File: config.mk
export PLATFORM = sky130hd
export DESIGN_NAME = register_file
export DESIGN_NICKNAME = d
export VERILOG_FILES = /design/src/rtl/register_file.sv
export SDC_FILE = /design/constraint.sdc
export NUM_CORES = 2
export LEC_CHECK = 0
export BUFFER_PORTS_ARGS = -buffer_cell sky130_fd_sc_hd__buf_4
export CORE_MARGIN = 5
export CORE_UTILIZATION = 55
export DETAILED_ROUTE_END_ITERATION = 16
export PLACE_DENSITY = 0.73
export SETUP_SLACK_MARGIN = 0.2
export SLEW_MARGIN = 20
export SYNTH_ARGS = -nofsm -noshare
export SYNTH_HDL_FRONTEND = slang
export SYNTH_SLANG_ARGS = --single-unit
File: constraint.sdc
create_clock -name clk -period 2.3 [get_ports clk]
set_input_delay 0.23 -clock clk [delete_from_list [all_inputs] [get_ports clk]]
set_output_delay 0.23 -clock clk [all_outputs]
set_load 0.01 [all_outputs]
File: src/rtl/register_file.sv
// Register file with a per-register pending scoreboard for an in-order RISC-V core.
// Optional same-cycle write-to-read forwarding is enabled by defining REGFILE_BYPASS_EN.
//
// Ports:
//   clk                 sole clock, all state updates on its rising edge
//   rst                 asynchronous active-low reset
//   wb_en/addr/data     write-back strobe, destination register and value
//   iss_en/addr         issue strobe and destination register to mark as pending
//   rs1_addr, rs2_addr  read addresses
//   rs1_data, rs2_data  read values (combinational)
//   rs1_busy, rs2_busy  high while the addressed register is pending
//   stall               rs1_busy | rs2_busy
module register_file #(
  parameter int DATA_W = 32,
  parameter int NREG   = 32
) (
  input  logic              clk,
  input  logic              rst,
  input  logic              wb_en,
  input  logic [4:0]        wb_addr,
  input  logic [DATA_W-1:0] wb_data,
  input  logic              iss_en,
  input  logic [4:0]        iss_addr,
  input  logic [4:0]        rs1_addr,
  input  logic [4:0]        rs2_addr,
  output logic [DATA_W-1:0] rs1_data,
  output logic [DATA_W-1:0] rs2_data,
  output logic              rs1_busy,
  output logic              rs2_busy,
  output logic              stall
);

  localparam int AW = (NREG > 1) ? $clog2(NREG) : 1;

  logic [DATA_W-1:0] mem [NREG];
  logic [NREG-1:0]   pend;

  // x0 and any address at or beyond NREG behave as the zero register.
  function automatic logic legal(input logic [4:0] a);
    return (a != 5'd0) && ({27'd0, a} < 32'(NREG));
  endfunction

  logic          wb_ok;
  logic          iss_ok;
  logic          rs1_ok;
  logic          rs2_ok;
  logic [AW-1:0] wb_idx;
  logic [AW-1:0] iss_idx;
  logic [AW-1:0] rs1_idx;
  logic [AW-1:0] rs2_idx;

  assign wb_ok   = wb_en && legal(wb_addr);
  assign iss_ok  = iss_en && legal(iss_addr);
  assign rs1_ok  = legal(rs1_addr);
  assign rs2_ok  = legal(rs2_addr);
  assign wb_idx  = wb_addr[AW-1:0];
  assign iss_idx = iss_addr[AW-1:0];
  assign rs1_idx = rs1_addr[AW-1:0];
  assign rs2_idx = rs2_addr[AW-1:0];

  always_ff @(posedge clk or negedge rst) begin
    if (!rst) begin
      for (int i = 0; i < NREG; i++) begin
        mem[i] <= '0;
      end
      pend <= '0;
    end else begin
      if (wb_ok) begin
        mem[wb_idx]  <= wb_data;
        pend[wb_idx] <= 1'b0;
      end
      // Issue after write-back so a same-cycle collision leaves it pending.
      if (iss_ok) begin
        pend[iss_idx] <= 1'b1;
      end
    end
  end

  always_comb begin
    rs1_data = '0;
    rs1_busy = 1'b0;
    if (rs1_ok) begin
      rs1_data = mem[rs1_idx];
      rs1_busy = pend[rs1_idx];
`ifdef REGFILE_BYPASS_EN
      if (wb_ok && (wb_addr == rs1_addr)) begin
        rs1_data = wb_data;
        rs1_busy = 1'b0;
      end
`endif
    end
  end

  always_comb begin
    rs2_data = '0;
    rs2_busy = 1'b0;
    if (rs2_ok) begin
      rs2_data = mem[rs2_idx];
      rs2_busy = pend[rs2_idx];
`ifdef REGFILE_BYPASS_EN
      if (wb_ok && (wb_addr == rs2_addr)) begin
        rs2_data = wb_data;
        rs2_busy = 1'b0;
      end
`endif
    end
  end

  assign stall = rs1_busy | rs2_busy;

endmodule

---- Yosys cells after proc, flatten, opt, wreduce, memory -nomap -nowiden ----
Cells that the tools add are included.
storage, ports and cells
  bits in registers ....................... 1056
  input bits .............................. 56
  output and inout port bits .............. 67
  word-level logic and storage cells ...... 82
cells by class
  order comparisons ....................... 10
  mux-type cells .......................... 23
  bitwise gates (word level) .............. 7
  reduce and logical (&&, ||, !) cells .... 9
operators with widths
  kind                  count
  $bwmux W1024          1
  $bmux W32 S5          2
  $mux W32              9
  $demux W32 S5         1
  $and A32 B32 Y32      1
  $not A32 Y32          1
  $or A32 B32 Y32       1
  $lt A5 B6 Y1 const B  4
  $reduce_bool A5 Y1    4
  $ge A6 B6 Y1 const B  3
  $not A5 Y6            3
  $bmux W1 S5           2
  $demux W1 S5          2
  $ge A5 B1 Y1 const B  2
  $lt A6 B1 Y1 const B  1
  $mux W1               6
  $logic_and A1 B1 Y1   5
  $or A1 B1 Y1          1

---- Depth between registers and ports, before layout ----
  word-level depth ........................ 9
  depth in mapped cells ................... 8

---- Worst setup path before layout ----
No wires, ideal clock.
  kind .................................... input port to output port
  start point ............................. in rs2_addr[1]
  end point ............................... out rs2_data[10]
  data arrival time ....................... 2.054 ns
  required time ........................... 2.070 ns
  path slack .............................. 0.016 ns
  cell stages on the path ................. 6
  cell sequence ........................... clkbuf_1 -> clkbuf_1 -> clkbuf_1 -> mux4_2 -> mux4_2 -> a22o_1
on the way
  cells in the longest elaborated chain, start to end .. 5
  elaborated cells on any way between the ends .. 6
RTL lines
  item                                          line  text
  start: declaration                            25    input logic [4:0] rs2_addr,
  $not A5 Y6 (not written as such)              98    rs2_data = mem[rs2_idx];
  $bmux W32 S5                                  98
  $mux W32 (not written as such) (2 in series)  98
  $mux W32 *                                    97    if (rs2_ok) begin
  end: declaration                              27    output logic [DATA_W-1:0] rs2_data,
Every way passes the cells marked *; elsewhere a longest branch is shown, timed or not. The select of a mux whose other input is x is not followed.

---- Worst setup path after layout ----
  start point ............................. reg mem[615] (netlist bit)
  end point ............................... out rs1_data[7]
on the way
  cells in the longest elaborated chain, start to end .. 4
RTL lines
  item                                          line  text
  start: declaration                            35    logic [DATA_W-1:0] mem [NREG];
  start signal: indexed assignment              69    mem[wb_idx] <= wb_data;
  $bmux W32 S5                                  83    rs1_data = mem[rs1_idx];
  $mux W32 (not written as such) (2 in series)  83
  $mux W32                                      82    if (rs1_ok) begin
  end: declaration                              26    output logic [DATA_W-1:0] rs1_data,
Every way passes these cells. The select of a mux whose other input is x is not followed.

==> reports/metrics.csv <==
stage,metric,value,unit
worst_hold_path,worst hold start,wb_data[26],
run_status,failing checks,setup timing,
setup_path,critical path peak fanout,3,
global_route,GR Overflow Total,0,
clock_network,CTS tree,done,
finish,nets,3624,
yosys,Post-synth EDFFs,0,
yosys,cell area after synthesis,55800,um^2
floorplan,Die Y,329,um
clock_network,clock sink count,1056,
setup_path,critical path's top delay family,multiplexers,
global_route,global-route wire length before repair,252000,um
setup_path,R2R cell count,3,
clock_network,Clock H-tree levels,3,
finish,area delta synth->final,17.3,%
floorplan,Die Width,329,um
yosys,"top cells by count, synth","dfrtp_1, mux2_2, mux4_2",
placed_design,placed inst area,60200,um^2
finish,final instance area,65500,um^2
setup_path,FF-to-FF Start,pend[24],
detailed_routing,Initial DRC Count,3674,
power,leakage power,28.5,nW
clock_network,Clk Tree Root Cell,clkbuf_16,
yosys,synth unique cells,42,
finish,Fill cells,6802,
worst_hold_path,Worst Hold Depth,2,
power,register share of total power,43.6,%
clock_network,Inserted Clock Buffers,112,
power,P per Cell Area,867,nW/um^2
floorplan,core box area,100000,um^2
timing,setup violators final,67,
yosys,cells after synthesis,3380,
setup_path,R2R setup slack,1050,ps
placed_design,GPL Wtd Cong,0.864,
yosys,most numerous cell in the Yosys netlist,dfrtp_1,
timing,"Hold Vio Cnt, Final",0,
setup_path,"critical path, cell by cell",mux4_2 -> mux4_2 -> a22o_4 -> buf_6,
setup_path,critical path class,reg -> out,
worst_hold_path,Hold EP,mem[826],
floorplan,DIE AREA,108000,um^2
floorplan,FP Rows,116,
yosys,"top cells by area, synth","dfrtp_1, mux4_2, mux2_2, clkbuf_1, mux2i_1",
detailed_routing,wire per inst,33.3,um
timing,Setup WS post-layout,-454,ps
yosys,Synthesized Nets,3436,
power,Comb pwr share,22.7,%
timing,RSZ-0062 raised after global routing,yes,
detailed_routing,routed vias/inst,6.94,
timing,Slew HR,54.1,%
global_route,total global-route track usage,31.6,%
global_route,largest net degree at the start of global routing,117,
setup_path,slowest CP cell,mux4_2,
power,Max IR drop VDD,728,uV
timing,min Tclk post-route,2750,ps
detailed_routing,final WL,167000,um
setup_path,CP Capture Type,primary output,
yosys,async set-reset flop share out of synthesis,100,%
finish,Finished Core Util,65.2,%
yosys,Synth Flop Type,dfrtp_1,
detailed_routing,DRT Pass-1 Iters,5,
placed_design,number of port buffers,122,
setup_path,WP data required,2070,ps
power,Psw,0.0150,W
setup_path,Bufs and invs on worst path,1,
power,Int Pwr,0.0418,W
clock_network,Clock Latency Late Sink,700,ps
yosys,top-area cell type share of the netlist area,47.3,%
yosys,"Seq/Total Area, Yosys",47.3,%
setup_path,crit start category,flop,
floorplan,I/O Pins,123,
timing,Clock Skew,0,ps
run_status,status,finished with violations,
timing,Slew Limit Fails,0,
run,max-cap violations,0,
worst_hold_path,Worst Hold Class,in -> reg,
setup_path,max incr delay on CP,510,ps
timing,setup tns final,-25470,ps
global_route,vias in the first global route,37700,
timing,worst-margin pin slew,688,ps
timing,Fmax,363,MHz
timing,Hold WS,41.8,ps
power,Clk pwr share,33.7,%
yosys,Syn. warnings,0,
floorplan,Initial Util,55.6,%
finish,Reg area,26400,um^2
global_route,initial antenna violation count,12,
yosys,"FF+latch count, synth",1056,
setup_path,cell mode on critical path,mux4_2,
detailed_routing,DRT antenna net count,0,
yosys,cell taking the most area after synthesis,dfrtp_1,
clock_network,maximum clock path buffer count,3,
detailed_routing,Vias,34900,
detailed_routing,Residual DRC,0,
clock_network,Worst-path clk slew,60,ps
setup_path,worst reg2reg path endpoint,pend[24],
timing,period utilisation layout,120,%
setup_path,CP arrival,2520,ps
finish,layout cell share with drive strength beyond 1,63.2,%
yosys,syn avg cell area,16.5,um^2
power,Sw Share,26.5,%
finish,area occupied by multi-input gates,28000,um^2
placed_design,DP HPWL,103000,um
area by class of cell:
type | count | area share [%]
clock buffer | 159 | 5.04
clock inverter | 50 | 0.930
timing repair buffer | 476 | 8.24
sequential | 1056 | 40.3
tap | 1357 | 2.59
multi-input combinational | 1906 | 42.7
antenna | 10 | 0.0382
inverter | 16 | 0.0917
per-layer routing:
layer / track usage (%) / up-vias / share of wire, %
met1: 43.0 / 18900 / 38
met5: 0 / - / 0
met2: 49.6 / 1807 / 47
li1: - / 13700 / -
met3: 7.71 / 498 / 9.1
met4: 13.1 / 0 / 5.0
cells in the final DEF (no fill, tap or decap), drive strengths merged, types with 2 or more instances in the layout:
| cell | n |
|---|---|
| nand4 | 5 |
| o22ai | 12 |
| nor2 | 17 |
| dlygate4sd3 | 32 |
| nor4 | 2 |
| mux2i | 81 |
| clkinv | 27 |
| o32ai | 2 |
| and2 | 2 |
| diode | 10 |
| o21ai | 11 |
| mux4 | 628 |
| dfrtp | 1056 |
| clkbuf | 160 |
| nand2b | 2 |
| mux2 | 995 |
| inv | 20 |
| and3 | 5 |
| nor2b | 14 |
| a22o | 73 |
| a32o | 4 |
| clkinvlp | 6 |
| bufinv | 13 |
| nand2 | 21 |
| buf | 443 |
| nand3 | 10 |
| or3 | 3 |
| o31ai | 2 |
| nor3 | 5 |
power groups by stage:
| stage | combinational, W | sequential [W] | clock, W |
|---|---|---|---|
| 3_3_place_gp | 0.0116 | 0.0247 | 0 |
| 4_1_cts | 0.0129 | 0.0247 | 0.0194 |
| 6_report | 0.0129 | 0.0248 | 0.0191 |
| 3_5_place_dp | 0.0120 | 0.0251 | 0 |
| 2_1_floorplan | 0.00897 | 0.0240 | 0 |
| 5_1_grt | 0.0137 | 0.0252 | 0.0201 |
flip-flops by register name, summed over array words and instances (netlist names):
signal,count
mem,1024
pend,32
per-stage QoR:
step           power (W)  cells  worst slack, ps
2_1_floorplan     0.0330   3380              177
3_3_place_gp      0.0362   4707             -361
3_5_place_dp      0.0371   4707             -351
4_1_cts           0.0570   5012             -503
5_1_grt           0.0591   5026             -524
6_report          0.0568   5030             -454
cell families (layout without fill, tap and decap cells):
family | count (synthesis) | after routing | share of synthesized area [%]
AO/OA/AOI/OAI | 108 | 108 | 1.57
other | 0 | 10 | 0
multiplexers | 1704 | 1704 | 46.8
buffers and inverters | 418 | 701 | 3.38
flip-flops | 1056 | 1056 | 47.3
AND/OR/NAND/NOR | 94 | 94 | 0.887
how the worst max path moves through the flow:
stage | start | end | slack (ps) | cells after the start
2_1_floorplan | rs1_addr[1] | rs1_data[0] | 180 | 5
3_3_place_gp | rs2_addr[0] | rs2_data[17] | -360 | 7
3_5_place_dp | rs2_addr[0] | rs2_data[19] | -350 | 6
4_1_cts | mem[583] | rs1_data[7] | -500 | 4
5_1_grt | mem[519] | rs1_data[7] | -520 | 4
6_report | mem[615] | rs1_data[7] | -450 | 4
what timing repair did:
item,CTS,global route
setup buffers,64,8
setup endpoints to repair,67,67
gates resized for setup,95,1
endpoints found under the hold margin,798,0
pin swaps,53,7
hold buffers,32,0
cloned,0,0
Power figures use the tool's default switching activity.
